--- src/rtl/branch_unit.sv ---
// branch_unit: flag register, program counter and conditional-branch sequencer for IPPro.
// Optional hardware loop counter (condition code 9) is built only when BRANCH_LOOP_EN is defined.
module branch_unit #(
  parameter int PC_WIDTH     = 10,
  parameter int FLUSH_CYCLES = 2,
  parameter int LOOP_WIDTH   = 8
) (
  input  logic                  clk_i,
  input  logic                  rst_ni,
  input  logic                  enable_i,
  input  logic                  flag_valid_i,
  input  logic                  zf_i,
  input  logic                  eqf_i,
  input  logic                  gtf_i,
  input  logic                  sf_i,
  input  logic                  br_valid_i,
  input  logic [3:0]            br_cond_i,
  input  logic [PC_WIDTH-1:0]   br_target_i,
  input  logic                  loop_set_i,
  input  logic [LOOP_WIDTH-1:0] loop_count_i,
  output logic [PC_WIDTH-1:0]   pc_o,
  output logic                  br_taken_o,
  output logic                  flush_o
);

  localparam int CNT_W = (FLUSH_CYCLES > 1) ? $clog2(FLUSH_CYCLES) : 1;

  localparam logic [3:0] COND_ALWAYS = 4'd0;
  localparam logic [3:0] COND_Z      = 4'd1;
  localparam logic [3:0] COND_NZ     = 4'd2;
  localparam logic [3:0] COND_EQ     = 4'd3;
  localparam logic [3:0] COND_NEQ    = 4'd4;
  localparam logic [3:0] COND_GT     = 4'd5;
  localparam logic [3:0] COND_NGT    = 4'd6;
  localparam logic [3:0] COND_S      = 4'd7;
  localparam logic [3:0] COND_NS     = 4'd8;
  localparam logic [3:0] COND_LOOP   = 4'd9;

  typedef enum logic [0:0] {
    RUN    = 1'b0,
    SQUASH = 1'b1
  } state_e;

  // Flags are packed {Z, EQ, GT, S}; loop_ok is only ever set in the loop build.
  function automatic logic cond_eval(input logic [3:0] cond,
                                     input logic [3:0] flg,
                                     input logic       loop_ok);
    logic res;
    res = 1'b0;
    case (cond)
      COND_ALWAYS: res = 1'b1;
      COND_Z:      res = flg[3];
      COND_NZ:     res = ~flg[3];
      COND_EQ:     res = flg[2];
      COND_NEQ:    res = ~flg[2];
      COND_GT:     res = flg[1];
      COND_NGT:    res = ~flg[1];
      COND_S:      res = flg[0];
      COND_NS:     res = ~flg[0];
      COND_LOOP:   res = loop_ok;
      default:     res = 1'b0;
    endcase
    return res;
  endfunction

  state_e              state_q, state_d;
  logic [PC_WIDTH-1:0] pc_q, pc_d;
  logic                br_taken_q, br_taken_d;
  logic                flush_q, flush_d;
  logic [CNT_W-1:0]    fcnt_q, fcnt_d;
  logic [3:0]          flags_q, flags_d;
  logic [3:0]          flags_in_s;
  logic [3:0]          flags_eff_s;
  logic                loop_ok_s;
  logic                take_s;

  assign flags_in_s  = {zf_i, eqf_i, gtf_i, sf_i};
  // A flag-producing instruction in the same cycle as the branch is forwarded.
  assign flags_eff_s = flag_valid_i ? flags_in_s : flags_q;

`ifdef BRANCH_LOOP_EN
  logic [LOOP_WIDTH-1:0] loop_q, loop_d;

  // A load in the same cycle as a cond-9 branch wins, so that branch falls through.
  assign loop_ok_s = ~loop_set_i & (loop_q != {LOOP_WIDTH{1'b0}});

  // Loop counter next state: load in RUN, decrement on each taken cond-9 branch.
  always_comb begin
    loop_d = loop_q;
    if (enable_i && (state_q == RUN)) begin
      if (loop_set_i) begin
        loop_d = loop_count_i;
      end else if (br_valid_i && (br_cond_i == COND_LOOP) && loop_ok_s) begin
        loop_d = loop_q - LOOP_WIDTH'(1);
      end else begin
        loop_d = loop_q;
      end
    end else begin
      loop_d = loop_q;
    end
  end

  // Loop counter register.
  always_ff @(posedge clk_i or negedge rst_ni) begin
    if (!rst_ni) begin
      loop_q <= {LOOP_WIDTH{1'b0}};
    end else begin
      loop_q <= loop_d;
    end
  end
`else
  logic                  unused_loop_set_s;
  logic [LOOP_WIDTH-1:0] unused_loop_count_s;

  assign unused_loop_set_s   = loop_set_i;
  assign unused_loop_count_s = loop_count_i;
  assign loop_ok_s           = 1'b0;
`endif

  assign take_s = br_valid_i & cond_eval(br_cond_i, flags_eff_s, loop_ok_s);

  // Sequencer next state: PC advance, branch redirect and squash window.
  always_comb begin
    state_d    = state_q;
    pc_d       = pc_q;
    br_taken_d = br_taken_q;
    flush_d    = flush_q;
    fcnt_d     = fcnt_q;
    flags_d    = flags_q;

    if (enable_i && flag_valid_i && !flush_q) begin
      flags_d = flags_in_s;
    end else begin
      flags_d = flags_q;
    end

    if (enable_i) begin
      case (state_q)
        RUN: begin
          if (take_s) begin
            pc_d       = br_target_i;
            br_taken_d = 1'b1;
            flush_d    = 1'b1;
            fcnt_d     = CNT_W'(FLUSH_CYCLES - 1);
            state_d    = SQUASH;
          end else begin
            pc_d       = pc_q + PC_WIDTH'(1);
            br_taken_d = 1'b0;
          end
        end
        SQUASH: begin
          pc_d       = pc_q + PC_WIDTH'(1);
          br_taken_d = 1'b0;
          if (fcnt_q == {CNT_W{1'b0}}) begin
            flush_d = 1'b0;
            state_d = RUN;
          end else begin
            fcnt_d = fcnt_q - CNT_W'(1);
          end
        end
        default: begin
          state_d    = RUN;
          flush_d    = 1'b0;
          br_taken_d = 1'b0;
          fcnt_d     = {CNT_W{1'b0}};
        end
      endcase
    end else begin
      state_d = state_q;
    end
  end

  // Sequencer and flag registers.
  always_ff @(posedge clk_i or negedge rst_ni) begin
    if (!rst_ni) begin
      state_q    <= RUN;
      pc_q       <= {PC_WIDTH{1'b0}};
      br_taken_q <= 1'b0;
      flush_q    <= 1'b0;
      fcnt_q     <= {CNT_W{1'b0}};
      flags_q    <= 4'b0000;
    end else begin
      state_q    <= state_d;
      pc_q       <= pc_d;
      br_taken_q <= br_taken_d;
      flush_q    <= flush_d;
      fcnt_q     <= fcnt_d;
      flags_q    <= flags_d;
    end
  end

  assign pc_o       = pc_q;
  assign br_taken_o = br_taken_q;
  assign flush_o    = flush_q;

endmodule
--- config.mk ---
export PLATFORM = sky130hd
export DESIGN_NAME = branch_unit
export DESIGN_NICKNAME = d
export VERILOG_FILES = /design/src/rtl/branch_unit.sv
export SDC_FILE = /design/constraint.sdc
export NUM_CORES = 1
export LEC_CHECK = 0
export ABC_AREA = 0
export ABC_CLOCK_PERIOD_IN_PS = 2200
export CELL_PAD_IN_SITES_DETAIL_PLACEMENT = 1
export CELL_PAD_IN_SITES_GLOBAL_PLACEMENT = 1
export CORE_ASPECT_RATIO = 1.4
export CORE_MARGIN = 10
export CORE_UTILIZATION = 31
export DETAILED_ROUTE_END_ITERATION = 10
export PLACE_DENSITY = 0.8
export SYNTH_ARGS = -nofsm -noshare
export SYNTH_HDL_FRONTEND = slang
export SYNTH_SLANG_ARGS = --single-unit
--- constraint.sdc ---
create_clock -name clk_i -period 2.2 [get_ports clk_i]
set_input_delay 0.33 -clock clk_i [delete_from_list [all_inputs] [get_ports clk_i]]
set_output_delay 0.33 -clock clk_i [all_outputs]
set_load 0.01 [all_outputs]
==> impl_metrics.py <==
metrics = {
    "timing": {
        "setup-tns-final_ns": 0,
        "worst_pin_slew_ns": 0.4568,
        "fmax_ghz": 0.4711,
        "worst_slack_ns": 0.07728,
        "finalHoldViolations": 0,
        "fin_skew_ns": 0.002557,
        "drv_slew": 0,
        "min_period_over_period_pct": 96.49,
        "rsz0062_at_grt": "true",
        "finalSetupViolations": 0,
        "relSlewSlack_pct": 69.31,
        "period_needed_ns": 2.123,
    },
    "power": {
        "powerDensity_nw_per_um2": 930.9,
        "vdd_drop_max_v": 0.0004527,
        "power.leakage_nw": 0.7131,
    },
    "clocking": {
        "path_clk_slew_ns": 0.07,
        "insertion_delay_ns": 0.26,
        "cts_sinks": 18,
        "cts_tree": "done",
        "clock_path_buffers": 2,
        "cts-root-buf": "clkbuf_8",
        "cts_made_buffers": 3,
        "htreeDepth": 1,
    },
    "floorplanning": {
        "num_rows": 25,
        "core_sq_um": 3378,
        "io_pins": 44,
        "die_area_sq_um": 6337,
        "die_w_microns": 70.20,
        "die_height_microns": 90.28,
        "start_util_pct": 32.37,
    },
    "min_path": {
        "hp-class": "in -> reg",
    },
    "synthesis": {
        "yosys.area.top_type": "dfrtp_1",
        "synthFlopType": "dfrtp_1",
        "synth_seq_area_share_pct": 41.19,
        "synth_nets": 147,
        "syn-cell-area_sq_um": 1094,
        "synth_warnings": 0,
        "avgSynthCellArea_sq_um": 9.593,
        "yosysTopAreaCellShare_pct": 41.19,
        "ys_ff_latch": 18,
        "synth_edf_count": 0,
        "synth_area_leaders": "dfrtp_1 41%, mux2i_1 7.3%, nand2_1 4.5%, mux2_2 4.1%, a22oi_1 3.4%",
        "syn_inst": 114,
        "synth_cell_types": 40,
        "async_reset_ff_share_pct": 100.0,
    },
    "global_route": {
        "grt_pass1_wl_mm": 6.037,
        "grt_util_all_layers_pct": 11.36,
        "grt_start_max_net_pins": 20,
        "overflow": 0,
        "grt_pass1_vias": 1234,
        "antenna_found_initial": 0,
    },
    "setup_path": {
        "cp.buffers_inverters": 2,
        "path_delay_family": "multiplexers",
        "critical_path.max_fanout": 8,
        "cp_slowest_cell": "or4_1",
        "cp-end-kind": "flip-flop",
        "cp-start-kind": "input pin",
        "max_stage_delay_ns": 0.39,
        "cp.required_ns": 2.34,
        "crit_arrival_ns": 2.26,
        "path_class": "in -> reg",
        "critical_path.cell_chain": "clkdlybuf4s15_1, mux2_4, or4_1, a31o_1, a21oi_2, buf_6, mux2i_2, a22oi_2",
    },
    "detailed_routing": {
        "wl_per_cell_microns": 18.41,
        "drc": 0,
        "viasPerCell": 5.402,
        "postRouteWirelength_mm": 3.664,
        "via_count": 1075,
        "antenna_left": 0,
        "first_pass_iters": 4,
        "drtIter0Drc": 39,
    },
    "placed_design": {
        "hpwl_mm": 2.754,
        "routabilityCongestion": 0.8268,
        "pre_cts_slack_ns": -0.4707,
        "postPlaceCellArea_sq_um": 1531,
        "io_buffers": 34,
    },
    "cells_and_area": {
        "n_antenna_cell": 0,
        "final_cell_mix": "28 x clkdlybuf4s50_1, 18 x dfrtp_1, 13 x nand2_1",
        "utilization_pct": 49.19,
        "fin_nets": 193,
        "synthToLayoutAreaGrowth_pct": 51.94,
        "layout-drive-gt1-share_pct": 21.38,
        "final_area_sq_um": 1662,
        "final_common_cell": "clkdlybuf4s50_1",
    },
    "status": {
        "outcome": "complete, no violations",
    },
    "job": {
        "maxCapViolations": 0,
    },
}
## where the power goes
part	switching (W)	internal, W
Sequential	0.000135	0.000466
Combinational	0.000289	0.000381
Clock	0.000118	0.000159
## per-stage QoR
step	hold slack, ns	cells	total power (W)
after floorplan	0.03441	114	0.0008865
after global placement	0.4726	194	0.001190
after detailed placement	0.4956	194	0.001230
after CTS	0.4070	198	0.001517
after global routing	0.3891	199	0.001665
final	0.3855	199	0.001547
## final cells by class
| type | instances | area [sq um] |
|---|---|---|
| sequential | 18 | 450.4 |
| multi-input combinational | 82 | 629.4 |
| fill | 393 | 1717 |
| clock buffer | 4 | 55.05 |
| timing repair buffer | 46 | 442.9 |
| tap | 40 | 50.05 |
| inverter | 9 | 33.78 |
## cells by family after synthesis
| family | after synthesis | synth area share, % |
|---|---|---|
| flip-flops | 18 | 41.19 |
| adder cells (fa/ha/maj) | 1 | 1.144 |
| multiplexers | 15 | 14.87 |
| AND/OR/NAND/NOR | 37 | 17.51 |
| AO/OA/AOI/OAI | 29 | 18.99 |
| buffers and inverters | 14 | 6.292 |
## worst reg2reg max path, delay by kind of cell (launching register included)
family / cells / cell delay (ns)
AO/OA/AOI/OAI: 3 / 0.53
flip-flops: 1 / 0.38
AND/OR/NAND/NOR: 1 / 0.39
multiplexers: 2 / 0.51
buffers and inverters: 1 / 0.18
## flip-flops by register name, summed over array words and instances (netlist names)
name / count
flush_o: 1
state_q: 1
fcnt_q: 1
br_taken_o: 1
pc_o: 10
flags_q: 4
## final timing paths
| check | start | to | slack, ns | cells after the start |
|---|---|---|---|---|
| max reg2reg | flags_q[2] | pc_o[2] | 0.08 | 7 |
| min reg2reg | flags_q[3] | flags_q[3] | 0.51 | 1 |
| min in group asynchronous | rst_ni | pc_o[8] | 0.40 | 2 |
| max in group asynchronous | rst_ni | flags_q[3] | 1.59 | 2 |
| min | gtf_i | flags_q[1] | 0.39 | 2 |
| max | flag_valid_i | pc_o[2] | 0.08 | 8 |
## layer usage
layer	track usage, %	part of all wire (%)	wire (microns)
met3	2.310	3.4	124
met2	20.61	54	1990
met1	12.51	40	1471
met4	3.960	2.1	77
met5	0	0	0
## what timing repair did
item / 4_1_cts / 5_1_grt
gates cloned: 0 / 0
buffers inserted: 0 / 1
setup endpoints to repair: 11 / 10
pin swaps: 3 / 4
hold buffers: 0 / 0
resized for setup: 3 / 17
## synthesized netlist by cell type, drive strengths merged (2+ instances only)
master  instances
dfrtp          18
nand2          13
o21ai          10
inv             8
mux2i           8
mux2            7
a22oi           5
nor3            4
a21oi           3
and3            3
buf             3
nand3           3
nand4           3
a311oi          2
clkbuf          2
nand3b          2
nor2            2
(Power assumes the default switching activity.)
